<file path="config.mk">
export PLATFORM = sky130hd
export DESIGN_NAME = parking_slot_manager
export DESIGN_NICKNAME = d
export VERILOG_FILES = /design/src/rtl/parking_slot_manager.sv
export SDC_FILE = /design/constraint.sdc
export NUM_CORES = 1
export LEC_CHECK = 0
export ABC_AREA = 0
export CAP_MARGIN = 10
export CELL_PAD_IN_SITES_DETAIL_PLACEMENT = 0
export CELL_PAD_IN_SITES_GLOBAL_PLACEMENT = 1
export CORE_MARGIN = 3
export CORE_UTILIZATION = 43
export CTS_BUF_LIST = sky130_fd_sc_hd__clkbuf_4 sky130_fd_sc_hd__clkbuf_8
export CTS_CLUSTER_SIZE = 12
export DETAILED_ROUTE_END_ITERATION = 10
export PLACE_DENSITY = 0.91
export SLEW_MARGIN = 20
export SYNTH_ARGS = -nofsm -noshare
export SYNTH_HDL_FRONTEND = slang
export SYNTH_SLANG_ARGS = --single-unit
</file>
<file path="constraint.sdc">
create_clock -name clk -period 3.83 [get_ports clk]
set_clock_uncertainty 0.15 [all_clocks]
set_input_delay 0.383 -clock clk [delete_from_list [all_inputs] [get_ports clk]]
set_output_delay 0.383 -clock clk [all_outputs]
set_load 0.03 [all_outputs]
</file>
<file path="src/rtl/parking_slot_manager.sv">
// Four-slot parking entry controller.
// An arriving car is given the lowest-numbered free slot and the entry gate
// opens. The reservation stands once the car clears the gate, or is dropped
// if the gate times out first. Departures free their slots. Departures that
// name an empty slot, or the slot still being entered, are rejected.
//
// Handshake: arrive_req is a level held by the entry sensor. The block
// accepts it with a one-cycle arrive_ack, and slot_id is valid in that same
// cycle. A request that stays high in IDLE after an ack is a new car.
// gate_passed and depart_valid are single-cycle pulses.
module parking_slot_manager #(
   parameter int unsigned GATE_TIMEOUT = 15
) (
   input  logic       clk,
   input  logic       rst,
   input  logic       arrive_req,
   output logic       arrive_ack,
   output logic [1:0] slot_id,
   output logic       gate_open,
   input  logic       gate_passed,
   input  logic       depart_valid,
   input  logic [1:0] depart_slot,
   output logic [3:0] occupied,
   output logic       full,
   output logic       timeout,
   output logic       err_depart,
   output logic       fsm_state
);

   typedef enum logic {IDLE = 1'b0, GATE = 1'b1} state_t;

   localparam logic [7:0] TIMER_LOAD = 8'(GATE_TIMEOUT);

   state_t     state, state_n;
   logic [7:0] timer, timer_n;
   logic [3:0] occ_n;
   logic [1:0] slot_n;
   logic       ack_n, timeout_n, err_n;
   logic [1:0] alloc_idx;
   logic       depart_legal;

   // Full is taken straight from the occupancy register, with no extra delay.
   assign full      = &occupied;
   assign gate_open = (state == GATE);
   assign fsm_state = state;

   // Lowest-index free slot, based on occupancy before this edge.
   always_comb begin
      alloc_idx = 2'd0;
      for (int i = 3; i >= 0; i--) begin
         if (!occupied[i]) alloc_idx = 2'(i);
      end
   end

   // A departure is legal only for an occupied slot that is not being entered right now.
   always_comb begin
      depart_legal = depart_valid && occupied[depart_slot]
                     && !((state == GATE) && (depart_slot == slot_id));
   end

   // Next-state, occupancy, timer and pulse decisions.
   always_comb begin
      state_n   = state;
      timer_n   = timer;
      occ_n     = occupied;
      slot_n    = slot_id;
      ack_n     = 1'b0;
      timeout_n = 1'b0;
      err_n     = depart_valid && !depart_legal;

      if (depart_legal) occ_n[depart_slot] = 1'b0;

      case (state)
         IDLE: begin
            if (arrive_req && !full) begin
               occ_n[alloc_idx] = 1'b1;
               slot_n           = alloc_idx;
               ack_n            = 1'b1;
               timer_n          = TIMER_LOAD;
               state_n          = GATE;
            end
         end
         GATE: begin
            // A pass wins over an expiry that happens in the same cycle.
            if (gate_passed) begin
               state_n = IDLE;
               timer_n = 8'd0;
            end else if (timer <= 8'd1) begin
               // This is the last open cycle: the timer hits zero and the slot is released.
               state_n          = IDLE;
               timer_n          = 8'd0;
               timeout_n        = 1'b1;
               occ_n[slot_id]   = 1'b0;
            end else begin
               timer_n = timer - 8'd1;
            end
         end
         default: state_n = IDLE;
      endcase
   end

   // State and output registers. Reset overrides every event in the same cycle.
   always_ff @(posedge clk) begin
      if (rst) begin
         state      <= IDLE;
         timer      <= 8'd0;
         occupied   <= 4'd0;
         slot_id    <= 2'd0;
         arrive_ack <= 1'b0;
         timeout    <= 1'b0;
         err_depart <= 1'b0;
      end else begin
         state      <= state_n;
         timer      <= timer_n;
         occupied   <= occ_n;
         slot_id    <= slot_n;
         arrive_ack <= ack_n;
         timeout    <= timeout_n;
         err_depart <= err_n;
      end
   end

endmodule
</file>
# Word-level counts from Yosys, hierarchy flattened
# Cells that the tools add are included.
[totals]
out_inout_bits = 12
word_cells = 64
inputBits = 7
register_bits = 18
[classes]
n_reduce_logical = 15
n_eq_ne = 2
add_sub_neg = 1
muxes = 26
bitwise_logic = 6
magnitude_cmp = 7
[op_table]
columns = ["operator", "n"]
rows = [
  ["8-bit two-way mux", 3],
  ["4-bit two-way mux", 4],
  ["8-bit one-hot mux with 2 select lines", 1],
  ["2-bit by 3-bit < comparator with 1-bit output, second input constant", 3],
  ["4-bit bitwise AND", 2],
  ["8-bit by 1-bit <= comparator with 1-bit output, second input constant", 1],
  ["1-bit logical AND", 8],
  ["1-bit two-way mux", 8],
  ["2-bit two-way mux", 4],
  ["4-bit NOT", 2],
  ["4-bit one-hot mux with 2 select lines", 1],
  ["8-bit by 1-bit subtractor with 8-bit output, second input constant", 1],
  ["1-bit demux with 2-bit select", 3],
  ["2-bit by 1-bit >= comparator with 1-bit output, second input constant", 3],
  ["4-bit bitwise OR", 1],
  ["4-bit AND reduction", 1],
  ["1-bit zero test", 3],
  ["3-bit OR reduction", 1],
  ["1-bit binary-select mux with 2-bit select", 1],
  ["2-bit equality test", 1],
  ["2-bit != test, second input constant", 1],
  ["1-bit one-hot mux with 2 select lines", 1],
  ["2-bit AND reduction", 1],
  ["2-bit OR reduction", 1],
  ["1-bit NOT", 1],
]

# Logic depth before layout (Yosys ltp)
# Gate-level depths: netlist (run 1).
[logic_depth]
depth_word = 11
mapped_depth = 6
mapped_depth_nobuf = 6

# Worst setup path after synthesis (run 1)
# OpenSTA, ideal clock, no wires.
[synth_timing]
path_type = "register -> register"
start = "reg timer[0]"
end = "reg timer[2]"
setup_time_ps = 74
period_less_slack_ps = 1748
required_time_ps = 3606
arrival_time_ps = 1524
setup_slack_ps = 2082
path_stages_with_launch = 7
path_buffers = 0
path_cell_list = "dfxtp_1 -> inv_1 -> ha_1 -> nor2_1 -> o41ai_4 -> or3b_1 -> a31oi_1"
[synth_between]
elab_chain_len = 4
word_cells_on_any_way = 5
cone_classes = "add/sub (1); order compare (1); mux (3)"
[synth_rtl]
columns = ["element", "line_no", "text"]
rows = [
  ["start, declared", "35", "logic [7:0] timer, timer_n;"],
  ["start signal, assigned", "114", "timer <= timer_n;"],
  ["8-bit by 1-bit subtractor with 8-bit output or 8-bit by 1-bit <= comparator with 1-bit output (tied branches)", "95, 88", ""],
  ["8-bit two-way mux *", "88", "end else if (timer <= 8'd1) begin"],
  ["8-bit two-way mux *", "85", "if (gate_passed) begin"],
  ["8-bit one-hot mux with 2 select lines *", "73", "case (state)"],
]
# Every way passes the cells marked *; elsewhere a longest branch is shown, timed or not.
# A chain may end at the register's enable or synchronous reset.

# Final worst setup path (run 1)
[layout_timing]
start = "reg occupied[0]"
end = "out full"
[layout_between]
elab_chain_len = 1
[layout_rtl]
columns = ["element", "line_no", "text"]
rows = [
  ["start, declared", "23", "output logic [3:0] occupied,"],
  ["start signal, assigned", "115", "occupied <= occ_n;"],
  ["4-bit AND reduction", "43", "assign full = &occupied;"],
  ["end, declared", "24", "output logic full,"],
]
# Every way passes these cells.

==> flow_summary.toml, run 1 <==
[yosys]
synthMuxAreaShare = 0.0391
synth_xor_area_frac = 0.00828
synthArstFlopShare = 0
synth_top_family_by_area = "compound AO/OA/AOI/OAI gates"
ys_seq_area_frac = 0.341
synth_top_area_frac = 0.341
yosys.area_share.adder = 0.0237
yosys-top-cells-area = "dfxtp_1, nand2_1, nor2_1"
synth_top_cell_by_area = "dfxtp_1"
synthSimpleGateAreaFrac = 0.243
synth_edf_count = 0
ys_warn_count = 0
synth_nets = 132
netlist_instances = 123
avgSynthCellArea_sq_um = 8.60
synthesis.area_sq_um = 1060
ys.flop_type = "dfxtp_1"
synth_compound_area_frac = 0.277
yosysUniqueCellTypes = 44
ys_ff_latch = 18

[global_route]
grt_max_degree = 18
first_global_vias = 896
overflow = 0
antenna_found_initial = 0
grt_pass1_wl_um = 4370
track_usage = 0.173

[run_status]
status = "complete, no violations"

[setup_path]
crit_family = "buffers and inverters"
path_depth = 3
r2r-end = "timer[2]"
worstRegToRegCells = 6
rrSetupSlack_ns = 1.84
critPathMaxFanout = 8
worstPathCellList = "nand4_1 > inv_1 > clkdlybuf4s50_1"
crit_arrival_ns = 1.82
r2r_start = "timer[0]"
critical_path.startpoint_type = "flop"
worstPathRequired_ns = 3.30
crit_buf_inv = 2
path_class = "flop to output port"
max_stage_delay_ns = 0.67
worstSetupEndpointType = "output port"
crit_slowest_cell = "clkdlybuf4s50_1"

[cts]
cts_resized = 0
clk_pin_slew_worst_paths_ns = 0.10
clock-sinks = 18
clock_latency_ns = 0.29
numCtsBuffers = 3
hold_buffers = 0
cts_root_buf = "clkbuf_4"
cts_setup_buffers = 0
cts_tree = "built"
h-tree-depth = 1
clockBufferDepth = 2

[pwr]
p_sw_frac = 0.311
vdd_drop_max_mv = 0.217
seq_power_share = 0.499
fin_total_pwr_w = 0.000437
internal_power_w = 0.000301
p_sw_w = 0.000136
power_density_nw_per_um2 = 345
p_leak_nw = 0.462
p_comb_frac = 0.239
p_clk_frac = 0.262

[placed_design]
place_congestion = 0.835
detailed_place_hpwl_um = 1880
place_area_sq_um = 1230
dp_cells = 162
io_buffers = 18

[drt]
totalWireLength_um = 2520
dr.first_iter.drc_count = 24
wl_per_cell_um = 15.2
ant_nets = 0
drtPass1Iterations = 4
route.detailed.drc = 0
viasPerCell = 5.85
vias = 971

[die]
die_h_um = 55.6
dieArea_sq_um = 3090
rows = 17
initial_core_util = 0.465
pin_count = 19
die_w_um = 55.6
core_sq_um = 2280

[final_layout]
synthToLayoutAreaGrowth_pct = 19.8
nFillCells = 206
insertedDiodeCount = 0
nNetsFinal = 148
stdcell_count = 166
drive_above_1_share = 0.0942
multiInputGateArea_sq_um = 624
finish.instance_area_sq_um = 1270
final_cell_mix = "dfxtp_1, clkdlybuf4s50_1, nand2_1, nor2_1, inv_1"
regArea_sq_um = 360

[run]
maxCapViolations = 0

[hold_path]
min_from = "timer[7]"
hp-class = "flop to flop"
min_to = "timer[7]"
whs_path_depth = 1

[timing]
setup_tns_ns = 0
period_share = 0.614
hold_violations = 0
fin_crit_ns = 2.35
setup_viol = 0
tightest_slew_ns = 0.594
slew_headroom = 0.602
fmax_ghz = 0.425
slew_violations = 0
rsz0062_at_grt = "no"
[how the worst max path moves through the flow]
stage           startpoint        to  slack (ns)
6_report       occupied[0]      full        1.48
5_1_grt        occupied[0]      full        1.32
4_1_cts        occupied[0]      full        1.45
3_5_place_dp           rst  timer[5]        1.45
3_3_place_gp           rst  timer[5]        1.50
2_1_floorplan     timer[0]  timer[2]        2.08
[cell usage after synthesis, drive strengths merged (2+ instances only)]
cell and n:
dfxtp 18, a21oi 5, buf 2, o2111ai 3, nand3b 2, or2 2
o21ai 4, o41ai 4, a31oi 6, and2b 2, nand2 11, nor4 2
or3b 2, nand3 4, inv 8, nor3 3, nand4 2, mux2i 3
a211oi 2, clkbuf 4, a311oi 2, o311ai 3, nor2 9, o22a 2
ha 2, a21boi 2, and3 2
[sequential cells by signal, indices dropped and copies added (netlist names)]
| register | cells |
|---|---|
| timeout | 1 |
| err_depart | 1 |
| occupied | 4 |
| fsm_state | 1 |
| slot_id | 2 |
| timer | 8 |
| arrive_ack | 1 |
[layer usage]
layer | routed length [um] | global-route usage | vias to the layer above
met5 | 0 | 0 | -
met4 | 27 | 0.0521 | 0
met3 | 70 | 0.0325 | 4
met2 | 1210 | 0.274 | 18
met1 | 1220 | 0.236 | 451
li1 | - | - | 498
[power by group through the flow]
| stage | Combinational (W) | Clock, W | Sequential (W) |
|---|---|---|---|
| floorplan | 0.0000665 | 0 | 0.000225 |
| detailed placement | 0.000104 | 0 | 0.000223 |
| finish | 0.000104 | 0.000115 | 0.000218 |
| global route | 0.000115 | 0.000131 | 0.000221 |
| global placement | 0.000103 | 0 | 0.000222 |
| CTS | 0.000105 | 0.000122 | 0.000219 |
[logic make-up (layout without fill, tap and decap cells)]
group,count (synthesis),after routing
muxes,4,4
AOI/OAI and AO/OA,37,37
and+or+nand+nor,46,46
adders and majority gates,2,2
buffers and inverters,15,30
xor gates and xnor gates,1,1
DFF,18,18
[layout make-up]
| type | instances | share of cell area |
|---|---|---|
| timing repair buffer | 18 | 0.142 |
| inverter | 8 | 0.0237 |
| clock buffer | 4 | 0.0287 |
| tap | 28 | 0.0277 |
| multi-input combinational | 90 | 0.493 |
| sequential | 18 | 0.285 |
[per-stage QoR]
step / worst slack, ns / util / hold WS (ns)
2_1_floorplan: 2.08 / - / 0.325
3_3_place_gp: 1.50 / 0.540 / 0.355
3_5_place_dp: 1.45 / 0.540 / 0.359
4_1_cts: 1.45 / 0.556 / 0.375
5_1_grt: 1.32 / 0.556 / 0.407
6_report: 1.48 / 0.556 / 0.373
Power figures use the tool's default switching activity.
==> run 2: changes to the inputs <==
--- a/config.mk
+++ b/config.mk
@@ -10,11 +10,11 @@
 export CELL_PAD_IN_SITES_DETAIL_PLACEMENT = 0
 export CELL_PAD_IN_SITES_GLOBAL_PLACEMENT = 1
 export CORE_MARGIN = 3
-export CORE_UTILIZATION = 43
+export CORE_UTILIZATION = 36
 export CTS_BUF_LIST = sky130_fd_sc_hd__clkbuf_4 sky130_fd_sc_hd__clkbuf_8
 export CTS_CLUSTER_SIZE = 12
 export DETAILED_ROUTE_END_ITERATION = 10
-export PLACE_DENSITY = 0.91
+export PLACE_DENSITY = 0.82
 export SLEW_MARGIN = 20
 export SYNTH_ARGS = -nofsm -noshare
 export SYNTH_HDL_FRONTEND = slang
==> constraint.sdc (replaced) <==
create_clock -name clk -period 2.1 [get_ports clk]
set_clock_uncertainty 0.15 [all_clocks]
set_input_delay 0.21 -clock clk [delete_from_list [all_inputs] [get_ports clk]]
set_output_delay 0.21 -clock clk [all_outputs]
set_load 0.03 [all_outputs]
==> run 2 against run 1 <==
Compared with the run above: wire length down 0.40%; global-route usage shrank 1.9 points; cell area is 5.2% higher; cell count is 6.6% higher; core utilization down 7.7 points; clock power is 89% higher; sequential share of layout area is 1.4 points lower; sequential power up 78%; critical path depth is the same; critical endpoint unchanged.
==> flow_summary.toml, run 2 (same netlist as run 1, synthesis figures left out) <==
[timing]
setup_tns_ns = 0
rsz0062_at_grt = "no"
fin_ws_ns = 0.107
fmax_ghz = 0.502
period_share = 0.949
slew_headroom = 0.730
fin_crit_ns = 1.99
hold_violations = 0
tightest_slew_ns = 0.402
slew_violations = 0
setup_viol = 0

[drt]
totalWireLength_um = 2510
wl_per_cell_um = 14.2
dr.first_iter.drc_count = 81
vias = 1006
viasPerCell = 5.68
drtPass1Iterations = 4
ant_nets = 0
route.detailed.drc = 0

[final_layout]
multiInputGateArea_sq_um = 627
finish.instance_area_sq_um = 1330
insertedDiodeCount = 0
final_cell_mix = "dfxtp_1, clkdlybuf4s50_1, nand2_1"
drive_above_1_share = 0.151
largest_reg_flops = 8
regArea_sq_um = 360
nNetsFinal = 156
synthToLayoutAreaGrowth_pct = 26.0
regMostFlops = "timer"
finish.utilization = 0.479
reg_top3 = "timer: 8 flops, occupied: 4 flops, slot_id: 2 flops"
nFillCells = 270

[global_route]
antenna_found_initial = 0
first_global_vias = 927
grt_pass1_wl_um = 4180
grt_max_degree = 17
overflow = 0
track_usage = 0.154

[setup_path]
worstPathCellList = "nand4_1 > inv_1 > clkdlybuf4s50_1"
worstPathRequired_ns = 1.74
path_class = "flop to output port"
max_stage_delay_ns = 0.66
crit_slowest_cell = "clkdlybuf4s50_1"
critical_path.startpoint_type = "flop"
worstSetupEndpointType = "output port"
crit_arrival_ns = 1.63
critPathMaxFanout = 7

[die]
dieArea_sq_um = 3620
initial_core_util = 0.380
core_sq_um = 2780
die_w_um = 60.2
die_h_um = 60.2
pin_count = 19
rows = 19

[placed_design]
place_congestion = 0.897
place_area_sq_um = 1290
detailed_place_hpwl_um = 1940
post-place-ws_ns = 0.218
io_buffers = 18

[cts]
clock-sinks = 18
clockBufferDepth = 2
cts_tree = "built"
cts_setup_buffers = 0
hold_buffers = 0
cts_root_buf = "clkbuf_4"
clock_latency_ns = 0.30
clk_pin_slew_worst_paths_ns = 0.10
h-tree-depth = 1
numCtsBuffers = 3

[run_status]
status = "complete, no violations"

[run]
maxCapViolations = 0

[pwr]
p_leak_nw = 0.501
vdd_drop_max_mv = 0.611
fin_total_pwr_w = 0.000821
power_density_nw_per_um2 = 616

[hold_path]
hp-class = "flop to flop"
[run 2: cell types whose count changed in the layout (fill, tap and decap cells not counted)]
cell	delta
nor2_1	-1
buf_4	+8
nor2_2	+1
[run 2: cell type report]
class | count | share of cell area
flip-flops and latches | 18 | 0.270
repair buffers | 26 | 0.180
well taps | 31 | 0.0291
multi-input cells | 90 | 0.470
inverters | 8 | 0.0225
clock buffers | 4 | 0.0272
[run 2: final timing paths]
path                    start  endpoint  slack (ns)  depth (start not counted)
setup / recovery  occupied[2]      full        0.11                          3
hold / removal       timer[6]  timer[6]        0.38                          2
setup reg to reg     timer[0]  timer[4]        0.21                          6
hold reg to reg      timer[6]  timer[6]        0.38                          2
[run 2: what timing repair did]
action,4_1_cts,5_1_grt
resized for setup,0,1
setup endpoints to repair,0,1
endpoints found under the hold margin,0,0
[run 2: metal layers]
layer	share of wire	track usage
met1	0.47	0.200
met2	0.46	0.245
met3	0.068	0.0518
met4	0	0.0316
met5	0	0
[run 2: worst max-delay path: cells and delay by family (launching register included)]
family                 cells  cell delay (ns)
buffers and inverters      2             0.73
DFF                        1             0.46
and+or+nand+nor            1             0.15
[run 2: stage by stage]
stage	std cells	hold WS (ns)
2_1_floorplan	123	0.206
3_3_place_gp	173	0.353
3_5_place_dp	173	0.363
4_1_cts	177	0.378
5_1_grt	177	0.395
6_report	177	0.377
[run 2: where the power goes]
group / switching (W) / leakage, nW / internal (W)
logic: 0.000120 / 0.333 / 0.0000972
registers: 0.0000259 / 0.148 / 0.000361
clock network: 0.000111 / 0.0210 / 0.000106
total: 0.000257 / 0.501 / 0.000564
==> run 3: changes to the inputs <==
--- a/config.mk
+++ b/config.mk
@@ -6,7 +6,7 @@
 export NUM_CORES = 1
 export LEC_CHECK = 0
 export ABC_AREA = 0
-export CAP_MARGIN = 10
+export CAP_MARGIN = 20
 export CELL_PAD_IN_SITES_DETAIL_PLACEMENT = 0
 export CELL_PAD_IN_SITES_GLOBAL_PLACEMENT = 1
 export CORE_MARGIN = 3
==> results of run 3 <==
The final DEF is identical to that of run 2; final timing and power are the same.
